[src/rtl/accum_sequencer_pkg.sv]
// Shared types and constants for the accumulate sequencer and its helpers.
// Opcode encodings match the external 16-bit add/subtract datapath.
package accum_sequencer_pkg;

  localparam int DATA_W = 16;

  localparam logic [2:0] OP_ADD    = 3'b000;
  localparam logic [2:0] OP_ADDC   = 3'b001;
  localparam logic [2:0] OP_ADDNOT = 3'b010;
  localparam logic [2:0] OP_SUB    = 3'b011;
  localparam logic [2:0] OP_PASS   = 3'b100;
  localparam logic [2:0] OP_INC    = 3'b101;
  localparam logic [2:0] OP_DEC    = 3'b110;
  localparam logic [2:0] OP_PASS1  = 3'b111;

  typedef enum logic [1:0] {
    IDLE = 2'd0,
    RUN  = 2'd1,
    DONE = 2'd2
  } state_t;

  // B operand as the datapath sees it, before carry-in is added.
  function automatic logic [DATA_W-1:0] f_eff_b(input logic [2:0]        op,
                                                input logic [DATA_W-1:0] b);
    logic [DATA_W-1:0] v;
    v = op[2] ? '0 : b;
    return op[1] ? ~v : v;
  endfunction

endpackage

[src/rtl/accum_sequencer_ovf_detect.sv]
// Signed-overflow detector for A + eff_b (+cin) = Y, driven only by sign bits.
// Exact with carry-in: same-sign operands with a result sign flip means overflow.
module accum_sequencer_ovf_detect (
  input  logic i_a_sign,
  input  logic i_eff_b_sign,
  input  logic i_y_sign,
  output logic o_ovf
);

  assign o_ovf = (i_a_sign == i_eff_b_sign) && (i_y_sign != i_a_sign);

endmodule

[src/rtl/accum_sequencer.sv]
// Command-driven accumulator that streams operands through the external
// add/subtract datapath and returns the final value with carry and sticky overflow.
module accum_sequencer
  import accum_sequencer_pkg::*;
#(
  parameter int LEN_W = 8
) (
  input  logic              i_clk,
  input  logic              i_rst_n,
  input  logic              i_cmd_valid,
  output logic              o_cmd_ready,
  input  logic [2:0]        i_cmd_op,
  input  logic [DATA_W-1:0] i_cmd_init,
  input  logic [LEN_W-1:0]  i_cmd_len,
  input  logic              i_in_valid,
  output logic              o_in_ready,
  input  logic [DATA_W-1:0] i_in_data,
  output logic [DATA_W-1:0] o_dp_a,
  output logic [DATA_W-1:0] o_dp_b,
  output logic [2:0]        o_dp_opcode,
  input  logic [DATA_W-1:0] i_dp_y,
  input  logic              i_dp_co,
  output logic              o_res_valid,
  input  logic              i_res_ready,
  output logic [DATA_W-1:0] o_res_data,
  output logic              o_res_co,
  output logic              o_res_ovf
);

  state_t            r_state;
  state_t            w_state_nxt;
  logic [DATA_W-1:0] r_acc;
  logic [2:0]        r_op;
  logic [LEN_W-1:0]  r_cnt;
  logic              r_co;
  logic              r_ovf;

  logic              w_cmd_fire;
  logic              w_beat_fire;
  logic              w_last_beat;
  logic [DATA_W-1:0] w_eff_b;
  logic              w_ovf;

  assign w_cmd_fire  = i_cmd_valid && o_cmd_ready;
  assign w_beat_fire = i_in_valid && o_in_ready;
  assign w_last_beat = (r_cnt == LEN_W'(1));
  assign w_eff_b     = f_eff_b(r_op, i_in_data);

  accum_sequencer_ovf_detect u_ovf_detect (
    .i_a_sign     (r_acc[DATA_W-1]),
    .i_eff_b_sign (w_eff_b[DATA_W-1]),
    .i_y_sign     (i_dp_y[DATA_W-1]),
    .o_ovf        (w_ovf)
  );

  always_ff @(posedge i_clk) begin
    if (!i_rst_n) begin
      r_state <= IDLE;
    end else begin
      r_state <= w_state_nxt;
    end
  end

  always_comb begin
    w_state_nxt = r_state;
    case (r_state)
      IDLE: begin
        if (w_cmd_fire) begin
          w_state_nxt = (i_cmd_len == '0) ? DONE : RUN;
        end
      end
      RUN: begin
        if (w_beat_fire && w_last_beat) begin
          w_state_nxt = DONE;
        end
      end
      DONE: begin
        if (i_res_ready) begin
          w_state_nxt = IDLE;
        end
      end
      default: w_state_nxt = IDLE;
    endcase
  end

  always_comb begin
    o_cmd_ready = 1'b0;
    o_in_ready  = 1'b0;
    o_res_valid = 1'b0;
    o_res_data  = '0;
    o_res_co    = 1'b0;
    o_res_ovf   = 1'b0;
    case (r_state)
      IDLE: o_cmd_ready = 1'b1;
      RUN:  o_in_ready  = 1'b1;
      DONE: begin
        o_res_valid = 1'b1;
        o_res_data  = r_acc;
        o_res_co    = r_co;
        o_res_ovf   = r_ovf;
      end
      default: ;
    endcase
  end

  // Accept and beat strobes are gated by disjoint states, so at most one fires.
  always_ff @(posedge i_clk) begin
    if (!i_rst_n) begin
      r_acc <= '0;
      r_op  <= '0;
      r_cnt <= '0;
      r_co  <= 1'b0;
      r_ovf <= 1'b0;
    end else if (w_cmd_fire) begin
      r_acc <= i_cmd_init;
      r_op  <= i_cmd_op;
      r_cnt <= i_cmd_len;
      r_co  <= 1'b0;
      r_ovf <= 1'b0;
    end else if (w_beat_fire) begin
      r_acc <= i_dp_y;
      r_co  <= i_dp_co;
      r_ovf <= r_ovf | w_ovf;
      r_cnt <= r_cnt - LEN_W'(1);
    end
  end

  assign o_dp_a      = r_acc;
  assign o_dp_b      = i_in_data;
  assign o_dp_opcode = r_op;

endmodule

[config.mk]
export PLATFORM = sky130hd
export DESIGN_NAME = accum_sequencer
export DESIGN_NICKNAME = d
export VERILOG_FILES = /design/src/rtl/accum_sequencer_pkg.sv /design/src/rtl/accum_sequencer_ovf_detect.sv /design/src/rtl/accum_sequencer.sv
export SDC_FILE = /design/constraint.sdc
export NUM_CORES = 1
export LEC_CHECK = 0
export BUFFER_PORTS_ARGS = -buffer_cell sky130_fd_sc_hd__buf_2
export CAP_MARGIN = 20
export CORE_MARGIN = 2
export CORE_UTILIZATION = 44
export CTS_CLUSTER_SIZE = 12
export DETAILED_ROUTE_END_ITERATION = 7
export GPL_TIMING_DRIVEN = 0
export MAX_ROUTING_LAYER = met4
export PLACE_DENSITY = 0.94
export SLEW_MARGIN = 20
export SYNTH_ARGS = -nofsm -noshare
export SYNTH_HDL_FRONTEND = slang
export SYNTH_SLANG_ARGS = --single-unit
[constraint.sdc]
create_clock -name i_clk -period 3.05 [get_ports i_clk]
set_input_delay 0.1525 -clock i_clk [delete_from_list [all_inputs] [get_ports i_clk]]
set_output_delay 0.1525 -clock i_clk [all_outputs]
set_load 0.03 [all_outputs]
# Word-level counts from Yosys, hierarchy flattened

Cells that the tools add are included.

Output and inout port bits: 56
Memory bits (read-only): 0
Input bits: 65
Register bits: 31
Latch bits: 0
Memories kept: 0
Memory bits (writable): 0
Word-level logic and storage cells: 44

Shift operators: 0
Equal/unequal tests: 8
Bitwise logic cells: 3
Mux-type cells: 17
Order comparisons: 0
Reduce and logical (&&, ||, !) cells: 9
Div/mod/pow operators: 0
$mul: 0
Add/subtract/negate cells: 1

Operators by type and width:

| kind                  | number |
|---|---|
| $mux W16              | 5 |
| $mux W8               | 2 |
| $not A16 Y16          | 1 |
| $eq A8 B1 Y1 const B  | 1 |
| $logic_not A8 Y1      | 1 |
| $mux W2               | 4 |
| $sub A8 B1 Y8 const B | 1 |
| $ne A2 B2 Y1 const B  | 3 |
| $pmux W2 S3           | 1 |
| $mux W1               | 5 |
| $logic_and A1 B1 Y1   | 4 |
| $reduce_and A3 Y1     | 1 |
| $eq A2 B1 Y1 const B  | 1 |
| $eq A2 B2 Y1 const B  | 1 |
| $logic_not A2 Y1      | 1 |
| $reduce_bool A2 Y1    | 1 |
| $reduce_or A2 Y1      | 1 |
| $eq A1 B1 Y1          | 1 |
| $ne A1 B1 Y1          | 1 |
| $not A1 Y1            | 1 |
| $or A1 B1 Y1          | 1 |

# Logic depth before layout (Yosys ltp)

Depth in word-level cells: 6
Depth in mapped cells: 6
Depth with buffers taken out: 6

# Modules after synthesis

From an unflattened synthesis, not the netlist that was laid out.

Cell total of the unflattened synthesis: 227
Area, all modules: 1759.2 um^2

By module, submodules not included:

| module                     | cells an instance | instances | area an instance (um^2) | seq. area each (um^2) |
|---|---|---|---|---|
| accum_sequencer            | 224               | 1         | 1736.7                  | 620.6 |
| accum_sequencer_ovf_detect | 3                 | 1         | 22.5                    | 0.0 |

# Least setup slack after synthesis

OpenSTA, ideal clock, no wires.

Path kind: register to output
Start point: reg r_state[1]
End point: out o_res_data[10]
Data required time: 2897 ps
Stages on the path, launching flop included: 5
Data arrival time: 1474 ps
Path buffers: 2
Path slack: 1423 ps
Cell sequence: dfxtp_1 > clkbuf_1 > nor2b_1 > clkbuf_1 > and2_1

Longest elaborated chain between the ends: 2

Ends and longest elaborated chain:

| what                   | line                  | source |
|---|---|---|
| from (decl)            | accum_sequencer.sv:30 | `state_t r_state;` |
| from (signal assigned) | accum_sequencer.sv:60 | `r_state <= w_state_nxt;` |
| $eq A2 B2 Y1           | accum_sequencer.sv:93 | `case (r_state)` |
| $mux W16               | accum_sequencer.sv:93 |  |
| to (decl)              | accum_sequencer.sv:25 | `output logic [DATA_W-1:0] o_res_data,` |

No other way between the ends.

# Worst setup path in the final report

Start point: reg r_state[1]
End point: reg r_acc[12] (netlist: o_dp_a[12])

Longest elaborated chain between the ends: 4
Elaborated cells on any way between the ends: 8
Those cells by class: 1 x eq/ne; 3 x mux; 4 x reduce/logical

Ends and longest elaborated chain:

| what                                                            | line                                         | source |
|---|---|---|
| $eq A2 B1 Y1 / $logic_not A2 Y1 (equally long branches)         | accum_sequencer.sv:93                        |  |
| $mux W1                                                         | accum_sequencer.sv:93                        |  |
| $logic_and A1 B1 Y1, on equally long branches                   | accum_sequencer.sv:45, accum_sequencer.sv:44 |  |
| $reduce_bool A2 Y1 (no line) / $mux W16 (equally long branches) | n/a                                          |  |
| to (signal assigned)                                            | accum_sequencer.sv:115                       | `r_acc <= i_cmd_init;` |
| to (signal assigned)                                            | accum_sequencer.sv:121                       | `r_acc <= i_dp_y;` |
| to (decl)                                                       | accum_sequencer.sv:32                        | `logic [DATA_W-1:0] r_acc;` |

Several ways; a longest one is shown, not always the timed one.
A chain may end at the register's enable or synchronous reset.

==> impl_metrics.yaml <==
layout:
  layout-drive-gt1-share: 0.4048
  most_frequent_cells_in_the_layout: "buf_2 (107), nand2_1 (46), dfxtp_1 (31)"
  mostFrequentLayoutCell: "buf_2"
  nets: 402
  area_growth_pct: 38.93
  antenna_cells: 0
  final-instance-count-excl-fill: 384
timing:
  slew_headroom: 0.6320
  hold_viol: 0
  setup_violations: 0
  worst_pin_slew_ps: 551.9
  period_share: 0.6504
  whs_ps: 110.9
  finalMaxSlewViolations: 0
  setup_skew_ps: 8.103
  timing.setup.tns_ps: 0
  fmax_mhz: 504.1
  rsz0062_at_grt: "no"
  final_period_minus_worst_setup_slack_ps: 1984
  worst_slack_ps: 1066
yosys:
  synth_top_area_frac: 0.3623
  seq_area_frac_synth: 0.3623
  synth.ff_latch_count: 31
  cell_count_after_synthesis: 223
  ys.flop_type: "dfxtp_1"
  synth_fp_nets: 290
  average_cell_area_after_synthesis_um2: 7.681
  netlist.top_cell.by_area: "dfxtp_1"
  synth.cell_area_um2: 1713
  netlist_top_cells_area: "dfxtp_1 (36%), nand2_1 (10%), a311oi_1 (7.7%), buf_4 (7.5%), and2_1 (6.6%)"
  yosys.cell_types.count: 40
  synth.yosys.warnings: 0
  async_reset_ff_frac: 0
  count_of_flip_flops_with_a_built_in_enable_after_synthesis: 0
worst_setup_path:
  timing.reg2reg.setup_slack_ps: 1070
  crit_path_cell_trace: "clkbuf_1 -> nand3b_1 -> clkbuf_1 -> nand2_1 -> a311oi_1"
  critical_path.reg2reg.endpoint: "o_dp_a[12]"
  worst_path_max_stage_delay_ps: 490
  crit_path_start_kind: "flop"
  worst-endpoint-required_ps: 3220
  cp_max_fo: 10
  cpMostUsedCell: "clkbuf_1"
  reg2reg_path_depth: 5
  r2r_start: "r_state[1]"
  end_kind: "flop"
  critPathArrivalTime_ps: 2160
  critPathKind: "flop to flop"
  crit_path_top_delay_cell: "clkbuf_1"
min_path:
  hold_path_class: "input port to flop"
  holdCritStartpoint: "i_cmd_op[2]"
  min_delay_worst_endpoint: "o_dp_opcode[2]"
  hold_path_depth: 3
routing:
  drt_iter0_drc: 101
  drcViolationCount: 0
  drt-total-wl_mm: 4.956
  drt_first_pass_iters: 4
  detail_route.wl_per_cell_um: 12.91
  via_total_after_detailed_routing: 2018
  detail-route-antenna-nets: 0
  route.detailed.vias_per_inst: 5.255
die:
  die_x_um: 66.40
  initial_standard_cell_utilization_of_the_core: 0.4644
  fp.dieArea_um2: 4408
  die_height_um: 66.40
  pin_count: 121
  row_count: 22
  area_of_the_core_um2: 3689
grt:
  global_route.usage.met2: 0.4150
  grtUsageMet1: 0.2482
  grtUsageTotal: 0.2305
  grt_max_degree: 11
  layer_with_the_highest_usage: "met2"
  met3_usage: 0.04940
  via_count_of_the_first_global_routing_pass: 1784
  antenna_violations_before_repair: 0
  grt_remaining_overflow: 0
  grt_pass1_wl_mm: 7.665
cts:
  cts_tree: "built"
  clock-sinks: 31
  path_clk_slew_ps: 60
  clockBufferDepth: 2
  cts-resized-gates: 0
  ctsRootBufferMaster: "clkbuf_8"
  count_of_hold_buffers_inserted_by_post_cts_repair: 0
  cts_setup_buffers: 0
  clkLatencyLatePin_ps: 280
  numCtsBuffers: 5
  cts-htree-levels: 2
place:
  dp.final_hpwl_mm: 3.843
  numPortBuffers: 105
  place.detailed.instances: 376
  routabilityCongestion: 0.8765
  detailedPlace.worstSlack_ps: 1093
pwr:
  design_power_total_w: 0.001289
  leakagePower_nw: 1.168
  power_per_cell_area_nw_per_um2: 541.5
  vdd_ir_drop_max_uv: 348.3
flow_run:
  maxcap_violations: 0
status:
  status: "completed"
==> routing by layer <==
| metal | vias to the layer above | wire length [um] | share of wire |
|---|---|---|---|
| li1 | 978 | - | - |
| met1 | 901 | 1971 | 0.40 |
| met2 | 127 | 2424 | 0.49 |
| met3 | 12 | 479 | 0.097 |
| met4 | 0 | 81 | 0.016 |
| met5 | - | 0 | 0 |
==> power breakdown <==
| group | leakage [nW] | switching, W | internal [W] |
|---|---|---|---|
| sequential | 0.256 | 0.0000375 | 0.000461 |
| combinational | 0.870 | 0.000314 | 0.000173 |
| clock | 0.0422 | 0.000143 | 0.000160 |
==> cell type report <==
| cell class | instances | area [um^2] |
|---|---|---|
| fill | 341 | 1309 |
| multi-input combinational | 157 | 894.6 |
| sequential | 31 | 620.6 |
| timing repair buffer | 105 | 525.5 |
| buffer | 31 | 182.7 |
| clock buffer | 7 | 76.32 |
| tap | 48 | 60.06 |
| inverter | 4 | 15.01 |
| clock inverter | 1 | 5.005 |
==> kinds of logic (layout without fill, tap and decap cells) <==
logic type | Yosys count | after routing | share of synthesized area
AO/OA/AOI/OAI | 46 | 46 | 0.1965
XOR/XNOR | 1 | 1 | 0.005114
adder cells (fa/ha/maj) | 2 | 2 | 0.01461
buffers and inverters | 35 | 148 | 0.1154
flip-flops | 31 | 31 | 0.3623
multiplexers | 1 | 1 | 0.005844
AND/OR/NAND/NOR | 107 | 107 | 0.3002
==> sequential cells by signal, summed over array words and instances, names as in the netlist <==
name	cells
r_state	2
r_cnt	8
r_co	1
r_ovf	1
o_dp_opcode	3
o_dp_a	16
==> how the worst max path moves through the flow <==
stage,endpoint,start
2_1_floorplan,o_res_data[10],r_state[1]
3_3_place_gp,r_cnt[1],r_state[1]
3_5_place_dp,o_dp_a[12],r_state[1]
4_1_cts,o_dp_a[12],r_state[1]
5_1_grt,r_cnt[1],r_state[1]
6_report,o_dp_a[12],r_state[1]
==> synth_stat cells, types with 12 or more instances <==
master	number
a21oi_1	12
nand2_1	46
a311oi_1	15
clkbuf_1	12
nor2_1	23
buf_4	17
and2_1	18
dfxtp_1	31
==> worst max-delay path, delay by kind of cell (launching register included) <==
| family | cells | cell delay, ps |
|---|---|---|
| AND/OR/NAND/NOR | 2 | 510 |
| buffers and inverters | 2 | 750 |
| flip-flops | 1 | 310 |
| AO/OA/AOI/OAI | 1 | 310 |
==> per-stage QoR <==
step	util	area (um^2)
after global routing	0.6452	2380
after global placement	0.6231	2298
after floorplan	-	1713
after detailed placement	0.6231	2298
final	0.6452	2380
after CTS	0.6452	2380
(Power assumes the default switching activity.)
